`config.mk`:
```
export PLATFORM = sky130hd
export DESIGN_NAME = uart_echo_fifo_flat
export DESIGN_NICKNAME = d
export VERILOG_FILES = /design/src/rtl/uart_echo_fifo_if.sv /design/src/rtl/uart_echo_fifo.sv /design/src/flat_wrapper.sv
export SDC_FILE = /design/constraint.sdc
export NUM_CORES = 1
export LEC_CHECK = 0
export CORE_ASPECT_RATIO = 0.8
export CORE_UTILIZATION = 50
export CTS_BUF_LIST = sky130_fd_sc_hd__clkbuf_8
export CTS_CLUSTER_SIZE = 12
export DETAILED_ROUTE_END_ITERATION = 8
export PLACE_DENSITY = 0.71
export SLEW_MARGIN = 5
export SYNTH_ARGS = -nofsm -noshare
export SYNTH_HDL_FRONTEND = slang
export SYNTH_SLANG_ARGS = --single-unit
export TNS_END_PERCENT = 50
```
`constraint.sdc`:
```
create_clock -name clk -period 4.6 [get_ports clk]
set_input_delay 1.15 -clock clk [delete_from_list [all_inputs] [get_ports clk]]
set_output_delay 1.15 -clock clk [all_outputs]
set_load 0.01 [all_outputs]
```
`src/rtl/uart_echo_fifo_if.sv`:
```
// Host-side word interface of uart_echo_fifo: a TX write handshake and an RX FIFO read
// handshake.
interface uart_echo_fifo_if #(
  parameter int unsigned DATA_BITS = 8
);
  logic [DATA_BITS-1:0] wr_data;
  logic                 wr_valid;
  logic                 wr_ready;
  logic [DATA_BITS-1:0] rd_data;
  logic                 rd_valid;
  logic                 rd_ready;

  modport master (
    output wr_data, wr_valid, rd_ready,
    input  wr_ready, rd_data, rd_valid
  );

  modport slave (
    input  wr_data, wr_valid, rd_ready,
    output wr_ready, rd_data, rd_valid
  );
endinterface

```
`src/rtl/uart_echo_fifo.sv`:
```
// UART transceiver with 16x oversampled receiver, RX FIFO, host word port and a hardware
// echo path that retransmits received words when echo_en is high.
module uart_echo_fifo #(
  parameter int unsigned CLK_FREQ   = 50000000,
  parameter int unsigned BAUD       = 115200,
  parameter int unsigned DATA_BITS  = 8,
  parameter int unsigned PARITY     = 0,
  parameter int unsigned FIFO_DEPTH = 16
) (
  input  logic                          clk,
  input  logic                          rst_n,
  input  logic                          rx,
  output logic                          tx,
  input  logic                          echo_en,
  uart_echo_fifo_if.slave               host,
  output logic [$clog2(FIFO_DEPTH):0]   fifo_level,
  output logic                          overrun,
  output logic                          frame_err,
  output logic                          parity_err,
  input  logic                          clear_err
);

  localparam int unsigned DIV     = CLK_FREQ / (BAUD * 16);
  localparam int unsigned DIV_W   = (DIV > 1) ? $clog2(DIV) : 1;
  localparam int unsigned PTR_W   = $clog2(FIFO_DEPTH);
  localparam int unsigned LVL_W   = PTR_W + 1;
  localparam bit          HAS_PAR = (PARITY != 0);

  function automatic logic par_of(input logic [DATA_BITS-1:0] w);
    return (PARITY == 2) ? ~(^w) : (^w);
  endfunction

  // Free-running oversample tick generator
  logic [DIV_W-1:0] div_cnt_q;
  logic             tick;

  assign tick = (div_cnt_q == DIV_W'(DIV - 1));

  always_ff @(posedge clk or negedge rst_n) begin
    if (!rst_n) begin
      div_cnt_q <= '0;
    end else if (tick) begin
      div_cnt_q <= '0;
    end else begin
      div_cnt_q <= div_cnt_q + DIV_W'(1);
    end
  end

  // Two-flop synchroniser plus one history flop for falling-edge detection
  logic rx_meta_q, rx_sync_q, rx_prev_q;
  logic start_edge;

  always_ff @(posedge clk or negedge rst_n) begin
    if (!rst_n) begin
      rx_meta_q <= 1'b1;
      rx_sync_q <= 1'b1;
      rx_prev_q <= 1'b1;
    end else begin
      rx_meta_q <= rx;
      rx_sync_q <= rx_meta_q;
      rx_prev_q <= rx_sync_q;
    end
  end

  assign start_edge = rx_prev_q & ~rx_sync_q;

  // Receiver FSM
  typedef enum logic [2:0] {RxIdle, RxStart, RxData, RxParity, RxStop} rx_state_e;

  rx_state_e            rx_state_q;
  logic [3:0]           rx_tick_q;
  logic [3:0]           rx_bit_q;
  logic [DATA_BITS-1:0] rx_shift_q;
  logic                 rx_par_q;
  logic                 rx_push_q;
  logic [DATA_BITS-1:0] rx_word_q;
  logic                 rx_frame_ev_q;
  logic                 rx_par_ev_q;

  always_ff @(posedge clk or negedge rst_n) begin
    if (!rst_n) begin
      rx_state_q    <= RxIdle;
      rx_tick_q     <= '0;
      rx_bit_q      <= '0;
      rx_shift_q    <= '0;
      rx_par_q      <= 1'b0;
      rx_push_q     <= 1'b0;
      rx_word_q     <= '0;
      rx_frame_ev_q <= 1'b0;
      rx_par_ev_q   <= 1'b0;
    end else begin
      rx_push_q     <= 1'b0;
      rx_frame_ev_q <= 1'b0;
      rx_par_ev_q   <= 1'b0;
      unique case (rx_state_q)
        RxIdle: begin
          if (start_edge) begin
            rx_state_q <= RxStart;
            rx_tick_q  <= '0;
          end
        end
        RxStart: begin
          if (tick) begin
            if (rx_tick_q == 4'd7) begin
              // Re-centre the tick count on mid-bit; a high sample was a glitch
              rx_tick_q  <= '0;
              rx_bit_q   <= '0;
              rx_state_q <= rx_sync_q ? RxIdle : RxData;
            end else begin
              rx_tick_q <= rx_tick_q + 4'd1;
            end
          end
        end
        RxData: begin
          if (tick) begin
            rx_tick_q <= rx_tick_q + 4'd1;
            if (rx_tick_q == 4'd15) begin
              rx_shift_q <= {rx_sync_q, rx_shift_q[DATA_BITS-1:1]};
              rx_bit_q   <= rx_bit_q + 4'd1;
              if (rx_bit_q == 4'(DATA_BITS - 1)) begin
                rx_state_q <= HAS_PAR ? RxParity : RxStop;
              end
            end
          end
        end
        RxParity: begin
          if (tick) begin
            rx_tick_q <= rx_tick_q + 4'd1;
            if (rx_tick_q == 4'd15) begin
              rx_par_q   <= rx_sync_q;
              rx_state_q <= RxStop;
            end
          end
        end
        RxStop: begin
          if (tick) begin
            rx_tick_q <= rx_tick_q + 4'd1;
            if (rx_tick_q == 4'd15) begin
              rx_state_q    <= RxIdle;
              rx_push_q     <= 1'b1;
              rx_word_q     <= rx_shift_q;
              rx_frame_ev_q <= ~rx_sync_q;
              rx_par_ev_q   <= HAS_PAR && (rx_par_q != par_of(rx_shift_q));
            end
          end
        end
        default: rx_state_q <= RxIdle;
      endcase
    end
  end

  // RX FIFO; pointers carry one extra wrap bit so full and empty are distinct
  logic [DATA_BITS-1:0] mem_q [FIFO_DEPTH];
  logic [LVL_W-1:0]     wr_ptr_q, rd_ptr_q, rd_ptr_d;
  logic [DATA_BITS-1:0] rd_data_q;
  logic                 empty, full;
  logic                 host_pop, echo_pop, pop;
  logic                 push_ok, overrun_ev;

  assign empty      = (wr_ptr_q == rd_ptr_q);
  assign full       = (wr_ptr_q[PTR_W-1:0] == rd_ptr_q[PTR_W-1:0]) &&
                      (wr_ptr_q[PTR_W] != rd_ptr_q[PTR_W]);
  assign pop        = host_pop | echo_pop;
  assign push_ok    = rx_push_q & (~full | pop);
  assign overrun_ev = rx_push_q & full & ~pop;
  assign rd_ptr_d   = rd_ptr_q + {{(LVL_W-1){1'b0}}, pop};

  always_ff @(posedge clk) begin
    if (push_ok) begin
      mem_q[wr_ptr_q[PTR_W-1:0]] <= rx_word_q;
    end
  end

  always_ff @(posedge clk or negedge rst_n) begin
    if (!rst_n) begin
      wr_ptr_q  <= '0;
      rd_ptr_q  <= '0;
      rd_data_q <= '0;
    end else begin
      if (push_ok) begin
        wr_ptr_q <= wr_ptr_q + LVL_W'(1);
      end
      rd_ptr_q <= rd_ptr_d;
      // Head register: bypass a write that lands in the slot about to become the head
      if (push_ok && (wr_ptr_q == rd_ptr_d)) begin
        rd_data_q <= rx_word_q;
      end else if (pop) begin
        rd_data_q <= mem_q[rd_ptr_d[PTR_W-1:0]];
      end
    end
  end

  assign fifo_level    = wr_ptr_q - rd_ptr_q;
  assign host.rd_data  = rd_data_q;
  assign host.rd_valid = ~empty & ~echo_en;
  assign host_pop      = host.rd_valid & host.rd_ready;

  // Transmitter FSM; live_q holds off loads until the first cycle after reset release
  typedef enum logic [2:0] {TxIdle, TxStart, TxData, TxParity, TxStop} tx_state_e;

  tx_state_e            tx_state_q;
  logic [3:0]           tx_tick_q;
  logic [3:0]           tx_bit_q;
  logic [DATA_BITS-1:0] tx_shift_q;
  logic                 tx_par_q;
  logic                 tx_q;
  logic                 live_q;
  logic                 tx_idle, host_load, tx_load;
  logic [DATA_BITS-1:0] tx_word;

  assign tx_idle       = (tx_state_q == TxIdle) & live_q;
  assign echo_pop      = tx_idle & echo_en & ~empty;
  assign host.wr_ready = tx_idle & ~echo_en;
  assign host_load     = host.wr_ready & host.wr_valid;
  assign tx_load       = echo_pop | host_load;
  assign tx_word       = echo_en ? rd_data_q : host.wr_data;

  always_ff @(posedge clk or negedge rst_n) begin
    if (!rst_n) begin
      tx_state_q <= TxIdle;
      tx_tick_q  <= '0;
      tx_bit_q   <= '0;
      tx_shift_q <= '0;
      tx_par_q   <= 1'b0;
      tx_q       <= 1'b1;
      live_q     <= 1'b0;
    end else begin
      live_q <= 1'b1;
      unique case (tx_state_q)
        TxIdle: begin
          tx_q <= 1'b1;
          if (tx_load) begin
            tx_shift_q <= tx_word;
            tx_par_q   <= par_of(tx_word);
            tx_tick_q  <= '0;
            tx_bit_q   <= '0;
            tx_q       <= 1'b0;
            tx_state_q <= TxStart;
          end
        end
        TxStart: begin
          if (tick) begin
            tx_tick_q <= tx_tick_q + 4'd1;
            if (tx_tick_q == 4'd15) begin
              tx_q       <= tx_shift_q[0];
              tx_state_q <= TxData;
            end
          end
        end
        TxData: begin
          if (tick) begin
            tx_tick_q <= tx_tick_q + 4'd1;
            if (tx_tick_q == 4'd15) begin
              tx_shift_q <= tx_shift_q >> 1;
              tx_bit_q   <= tx_bit_q + 4'd1;
              if (tx_bit_q == 4'(DATA_BITS - 1)) begin
                tx_q       <= HAS_PAR ? tx_par_q : 1'b1;
                tx_state_q <= HAS_PAR ? TxParity : TxStop;
              end else begin
                tx_q <= tx_shift_q[1];
              end
            end
          end
        end
        TxParity: begin
          if (tick) begin
            tx_tick_q <= tx_tick_q + 4'd1;
            if (tx_tick_q == 4'd15) begin
              tx_q       <= 1'b1;
              tx_state_q <= TxStop;
            end
          end
        end
        TxStop: begin
          if (tick) begin
            tx_tick_q <= tx_tick_q + 4'd1;
            if (tx_tick_q == 4'd15) begin
              tx_state_q <= TxIdle;
            end
          end
        end
        default: tx_state_q <= TxIdle;
      endcase
    end
  end

  assign tx = tx_q;

  // Sticky error flags; a new event outranks a simultaneous clear
  logic overrun_q, frame_err_q, parity_err_q;

  always_ff @(posedge clk or negedge rst_n) begin
    if (!rst_n) begin
      overrun_q    <= 1'b0;
      frame_err_q  <= 1'b0;
      parity_err_q <= 1'b0;
    end else begin
      if (overrun_ev) begin
        overrun_q <= 1'b1;
      end else if (clear_err) begin
        overrun_q <= 1'b0;
      end
      if (rx_frame_ev_q) begin
        frame_err_q <= 1'b1;
      end else if (clear_err) begin
        frame_err_q <= 1'b0;
      end
      if (rx_par_ev_q) begin
        parity_err_q <= 1'b1;
      end else if (clear_err) begin
        parity_err_q <= 1'b0;
      end
    end
  end

  assign overrun    = overrun_q;
  assign frame_err  = frame_err_q;
  assign parity_err = parity_err_q;

endmodule

```
`src/flat_wrapper.sv`:
```
// flat-port wrapper written by rule: the top's interface ports become plain ports
module uart_echo_fifo_flat 
#(
  parameter int unsigned CLK_FREQ   = 50000000,
  parameter int unsigned BAUD       = 115200,
  parameter int unsigned DATA_BITS  = 8,
  parameter int unsigned PARITY     = 0,
  parameter int unsigned FIFO_DEPTH = 16
)
  (clk, rst_n, rx, tx, echo_en, fifo_level, overrun, frame_err, parity_err, clear_err, host_wr_data, host_wr_valid, host_rd_ready, host_wr_ready, host_rd_data, host_rd_valid);
  uart_echo_fifo_if #(.DATA_BITS(DATA_BITS)) host_i ();
  input  logic clk;
  input  logic rst_n;
  input  logic rx;
  output logic tx;
  input  logic echo_en;
  output logic [$clog2(FIFO_DEPTH):0] fifo_level;
  output logic overrun;
  output logic frame_err;
  output logic parity_err;
  input  logic clear_err;
  input wire logic [$bits(host_i.wr_data)-1:0] host_wr_data;
  input wire logic [$bits(host_i.wr_valid)-1:0] host_wr_valid;
  input wire logic [$bits(host_i.rd_ready)-1:0] host_rd_ready;
  output wire logic [$bits(host_i.wr_ready)-1:0] host_wr_ready;
  output wire logic [$bits(host_i.rd_data)-1:0] host_rd_data;
  output wire logic [$bits(host_i.rd_valid)-1:0] host_rd_valid;
  assign host_i.wr_data = host_wr_data;
  assign host_i.wr_valid = host_wr_valid;
  assign host_i.rd_ready = host_rd_ready;
  assign host_wr_ready = host_i.wr_ready;
  assign host_rd_data = host_i.rd_data;
  assign host_rd_valid = host_i.rd_valid;
  uart_echo_fifo #(.CLK_FREQ(CLK_FREQ), .BAUD(BAUD), .DATA_BITS(DATA_BITS), .PARITY(PARITY), .FIFO_DEPTH(FIFO_DEPTH)) u_core (.clk(clk), .rst_n(rst_n), .rx(rx), .tx(tx), .echo_en(echo_en), .host(host_i), .fifo_level(fifo_level), .overrun(overrun), .frame_err(frame_err), .parity_err(parity_err), .clear_err(clear_err));
endmodule
```
**Word-level counts from Yosys, hierarchy flattened**

Memory sizes are Yosys's and may differ from the RTL's.
Index checks and enable logic that the tools add are counted.

- $add $sub $neg: 8
- Bitwise gates (word level): 19
- Mux-type cells: 67
- Equal/unequal tests: 40
- Reductions and logical operators: 23

Operators by type and width:

| kind | count |
|---|---|
| 3-bit two-way mux | 20 |
| 4-bit two-way mux | 12 |
| 8-bit two-way mux | 6 |
| 2-bit by 1-bit inequality test with 1-bit output, second input constant | 22 |
| 3-bit case mux with 5 select lines | 2 |
| 4-bit case mux with 2 select lines | 3 |
| 10-bit AND reduction | 2 |
| 1-bit two-way mux | 19 |
| 4-bit by 1-bit adder with 4-bit output, second input constant | 4 |
| 8-bit case mux with 2 select lines | 1 |
| 3-bit by 2-bit equality test with 1-bit output, second input constant | 4 |
| 4-bit by 3-bit equality test with 1-bit output, second input constant | 3 |
| 4-bit case mux with 3 select lines | 1 |
| 2-bit nonzero test | 6 |
| 1-bit AND | 11 |
| 5-bit by 1-bit adder with 5-bit output, second input constant | 2 |
| 5-bit equality test | 2 |
| 3-bit AND reduction | 3 |
| 4-bit equality test, second input constant | 2 |
| 4-bit AND reduction | 2 |
| 7-bit AND reduction | 1 |
| 3-bit by 1-bit equality test with 1-bit output, second input constant | 2 |
| 3-bit equality test, second input constant | 2 |
| 3-bit zero test | 2 |
| other kinds (16) | 23 |

- Output and inout port bits: 19
- Memories kept: 1
- Bits in registers: 79
- Bits in writable memories: 128

Memories:

| name | depth | width | read ports | clocked after memory_dff | write ports | line | source |
|---|---|---|---|---|---|---|---|
| u_core.mem_q | 16 | 8 | 1 | 0 | 1 | uart_echo_fifo.sv:153 | `logic [DATA_BITS-1:0] mem_q [FIFO_DEPTH];` |

**Longest topological paths before layout**

- Depth after elaboration: 9
- Mapped depth: 15

**Worst setup path before layout**

No wires, ideal clock.

- Path type: input-to-reg
- From: input port echo_en
- To: register u_core.rd_data_q[0], in the netlist u_core.host.rd_data[0]
- Stages on the path: 14
- Required time: 4475 ps
- Setup time: 125 ps
- Slack: 484 ps
- Data arrival time: 3992 ps
- Path through: buf_2 -> nor2b_1 -> a21oi_1 -> clkbuf_1 -> nor2_1 -> ha_1 -> ha_1 -> clkbuf_1 -> clkbuf_1 -> mux4_2 -> mux2_2 -> nand4_1 -> nand3_1 -> mux2_2

- Cells in the longest elaborated chain, start to end: 8
- Elaborated cells on any way between the ends: 15
- Those cells by class: add/sub (1); eq/ne (1); mux (2); bitwise (8); reduce/logical (2); memory (1)

Ends and longest elaborated chain:

| element | line | source |
|---|---|---|
| start: declaration | flat_wrapper.sv:16 | `input logic echo_en;` |
| 1-bit inverter | uart_echo_fifo.sv:195 | `assign host.rd_valid = ~empty & ~echo_en;` |
| 1-bit AND | uart_echo_fifo.sv:195 |  |
| 1-bit AND | uart_echo_fifo.sv:196 | `assign host_pop = host.rd_valid & host.rd_ready;` |
| 1-bit bitwise OR (*) | uart_echo_fifo.sv:163 | `assign pop = host_pop \| echo_pop;` |
| 5-bit by 1-bit adder with 5-bit output (*) | uart_echo_fifo.sv:166 | `assign rd_ptr_d = rd_ptr_q + {{(LVL_W-1){1'b0}}, pop};` |
| via u_core.rd_ptr_d[1] | uart_echo_fifo.sv:154 | `logic [LVL_W-1:0] wr_ptr_q, rd_ptr_q, rd_ptr_d;` |
| memory read 16 x 8 bit or 5-bit equality test (tied branches) | - |  |
| 8-bit two-way mux or 1-bit logical AND (tied branches) | uart_echo_fifo.sv:187, uart_echo_fifo.sv:185 |  |
| 8-bit two-way mux or 2-bit nonzero test (tied branches) | - |  |
| end signal: assignment | uart_echo_fifo.sv:186 | `rd_data_q <= rx_word_q;` |
| end signal: assignment | uart_echo_fifo.sv:188 | `rd_data_q <= mem_q[rd_ptr_d[PTR_W-1:0]];` |
| end: declaration | uart_echo_fifo.sv:155 | `logic [DATA_BITS-1:0] rd_data_q;` |

Mark *: on every way through the listed nets, which the timed path passes. The rest lies on a longest branch. The select of a mux whose other input is x is not followed.
A chain may end at the register's enable or synchronous reset.

**Worst setup path after layout**

- From: register u_core.wr_ptr_q[3]
- To: output port host_rd_valid

- Cells in the longest elaborated chain, start to end: 3

Ends and longest elaborated chain:

| element | line | source |
|---|---|---|
| start: declaration | uart_echo_fifo.sv:154 |  |
| start signal: assignment | uart_echo_fifo.sv:181 | `wr_ptr_q <= wr_ptr_q + LVL_W'(1);` |
| 5-bit equality test | uart_echo_fifo.sv:160 | `assign empty = (wr_ptr_q == rd_ptr_q);` |
| 1-bit inverter | uart_echo_fifo.sv:195 |  |
| 1-bit AND | uart_echo_fifo.sv:195 |  |
| end: declaration | flat_wrapper.sv:27 | `output wire logic [$bits(host_i.rd_valid)-1:0] host_rd_valid;` |

Every way passes these cells.

==> flow_metrics.tcl <==
set metrics [dict create \
    dieWidth_um 152 \
    p_sw_mw 1.16 \
    syn_to_final_growth_pct 12.6 \
    netlist_area_sq_um 8970 \
    crit_fanout 11 \
    synth-async-reset-ratio_pct 37.9 \
    die_area_sq_um 18500 \
    vias 5249 \
    insertedDiodeCount 0 \
    drive_gt1_share_pct 20.5 \
    synth_area_per_cell_sq_um 15.0 \
    first_iter_violations 593 \
    ys_warn_count 0 \
    power.leakage_nw 4.22 \
    dpl.cell_count 839 \
    clkPwrFrac_pct 31.9 \
    pre_cts_slack_ns 0.486 \
    slew_violations 0 \
    drc 0 \
    cp.required_ns 3.45 \
    cts_tree "yes" \
    p_per_area_nw_per_um2 413 \
    rsz0062_at_grt "false" \
    grt_overflow 0 \
    grt_max_degree 79 \
    first_pass_iters 5 \
    hpwl_um 12400 \
    grt_pass1_wl_um 29200 \
    ir_drop_mv 0.265 \
    gp_congestion 0.864 \
    die_height_um 122 \
    ys_seq_area_share_pct 64.6 \
    synth_ff_type "edfxtp_1" \
    status "finished clean" \
    wl_per_cell_um 20.8 \
    cts_buffer_depth 3 \
    cts_setup_buffers 0 \
    critPathCaptureType "output port" \
    hold_buffers 0 \
    track_usage_pct 21.4 \
    cts_htree_levels 1 \
    start_util_pct 51.5 \
    final.fill_count 1368 \
    clock_latency_ns 0.57 \
    antenna_found_initial 0 \
    cts_resized 0 \
    period_needed_ns 4.17 \
    cap_violations 0 \
    core-area_sq_um 17400 \
    seqPwrFrac_pct 48.7 \
    numCtsBuffers 30 \
    setup_viol 0 \
    swShare_pct 27.8 \
    synth-edff-count 128 \
    fin_cells 894 \
    io_pins 34 \
    final_hold_viol_count 0 \
    fmax_ghz 0.240 \
    critPathKind "reg2out" \
    grt_pass1_vias 5161 \
    fin_setup_tns_ns 0 \
    fin_area_sq_um 10100 \
    place_area_sq_um 9550 \
    totalWireLength_um 18600 \
    period_share_pct 90.7 \
    final_nets 678 \
    relSlewSlack_pct 32.0 \
    synth_cells 598 \
    final_antenna_net_count 0 \
    final_core_util_pct 57.9 \
    synth_seq_cells 206 \
    syn-num-nets 630 \
    cts.sinks 206 \
    hold_path.class "reg2reg" \
    placementRows 43 \
    internal_power_mw 3.01 \
    total_power_mw 4.17 \
    cts.clk_slew.worst_paths_ns 0.07 \
    root_buffer "clkbuf_8" \
    fin_ws_ns 0.429 \
    synth.distinct_cells 56 \
    cp-start-kind "register" \
    clock_skew_ns 0.0213 \
    viasPerCell 5.87 \
    portBuffers 32 \
    worstMarginPinSlew_ns 1.01 \
    cp.arrival_ns 3.02 \
    comb_power_share_pct 19.4 \
    fin_hold_ws_ns 0.351 \
]
[cell usage after synthesis (2+ instances only)]
cell	instances	area, sq um
a21o_1	7	52.6
a21oi_1	18	90.1
a22o_1	3	26.3
a32o_1	2	20.0
buf_2	8	40.0
buf_4	2	15.0
clkbuf_1	15	56.3
conb_1	2	7.51
dfrtp_1	74	1850
dfstp_2	4	105
edfxtp_1	128	3840
ha_1	16	200
inv_1	21	78.8
mux2_2	42	473
mux2i_1	9	90.1
mux4_2	32	721
nand2_1	31	116
nand2b_1	3	18.8
nand3_1	23	115
nand4_1	20	125
nor2_1	38	143
nor2b_1	6	37.5
nor3_1	9	45.0
nor4b_4	2	47.6
o21ai_0	31	155
o21bai_1	2	15.0
o32ai_1	2	17.5
o41ai_1	2	17.5
or3_1	2	12.5
xnor2_1	14	123
xor2_1	5	43.8
[cell usage in the layout (no fill, tap or decap), drive strengths merged, types with 2 or more instances in the layout]
master / count
a21boi: 2
a21o: 7
a21oi: 18
a22o: 3
a32o: 2
buf: 12
clkbuf: 33
clkdlybuf4s50: 31
clkinv: 5
conb: 2
dfrtp: 74
dfstp: 4
edfxtp: 128
ha: 16
inv: 39
mux2: 42
mux2i: 9
mux4: 32
nand2: 31
nand2b: 3
nand3: 24
nand4: 20
nor2: 38
nor2b: 6
nor3: 9
nor4b: 2
o21ai: 31
o21bai: 2
o32ai: 2
o41ai: 2
or3: 2
or4b: 2
xnor2: 16
xor2: 5
[cell type report]
class | instances | area (sq um) | area share (%)
Sequential cell | 206 | 5800 | 57.4
Multi-Input combinational cell | 343 | 2970 | 29.4
Clock buffer | 33 | 454 | 4.50
Timing Repair Buffer | 43 | 413 | 4.09
Tap cell | 225 | 282 | 2.79
Clock inverter | 22 | 96.3 | 0.954
Inverter | 22 | 82.6 | 0.818
[logic make-up (layout without fill, tap and decap cells)]
kind of cell	Yosys count	after routing	synth area share (%)
flip-flops	206	206	64.6
multiplexers	83	83	14.3
other	2	2	0.0837
adder cells (fa/ha/maj)	17	17	2.45
AND/OR/NAND/NOR	144	144	8.42
buffers and inverters	49	120	2.26
XOR/XNOR	21	21	2.34
AO/OA/AOI/OAI	76	76	5.49
[state kept, by name, summed over array words and instances, names as in the netlist, 4 cells and up]
name,count
u_core.rx_tick_q,4
u_core.tx_bit_q,4
u_core.rx_word_q,8
u_core.wr_ptr_q,5
u_core.rx_bit_q,4
u_core.tx_tick_q,4
u_core.div_cnt_q,5
u_core.host.rd_data,8
u_core.tx_shift_q,8
u_core.mem_q,128
u_core.rx_shift_q,8
u_core.rd_ptr_q,5
[worst max-delay path, stage by stage, from the launching register on]
cell and delay, ns:
dfrtp_1 0.55, ha_1 0.43, and4_1 0.39, and2_1 0.51, nor2_1 0.09, clkdlybuf4s50_1 0.49
[metal layers]
metal  vias to the layer above  GRT usage, %  wire (um)
li1                       2356             -          -
met1                      2686          33.0       8690
met2                       177          31.0       8340
met3                        30          4.19       1180
met4                         0          6.13        404
met5                         -             0          0
[power by group through the flow]
stage	sequential [mW]	combinational, mW	clock (mW)
final	2.03	0.809	1.33
after global placement	2.06	0.802	0
after CTS	2.03	0.818	1.36
after floorplan	2.05	0.574	0
after global routing	2.03	0.878	1.44
after detailed placement	2.07	0.818	0
[path summary, 6_finish.rpt]
kind	end	startpoint	slack, ns	cells past startpoint
setup / recovery	host_rd_valid	u_core.wr_ptr_q[3]	0.43	5
max in group asynchronous	u_core.rx_word_q[4]	rst_n	3.20	1
setup reg to reg	u_core.host.rd_data[3]	u_core.wr_ptr_q[3]	0.46	11
hold reg to reg	u_core.rx_sync_q	u_core.rx_meta_q	0.35	0
hold / removal	u_core.rx_sync_q	u_core.rx_meta_q	0.35	0
min in group asynchronous	u_core.host.rd_data[3]	rst_n	0.73	1
No activity file was read; power rests on OpenSTA's default activity.
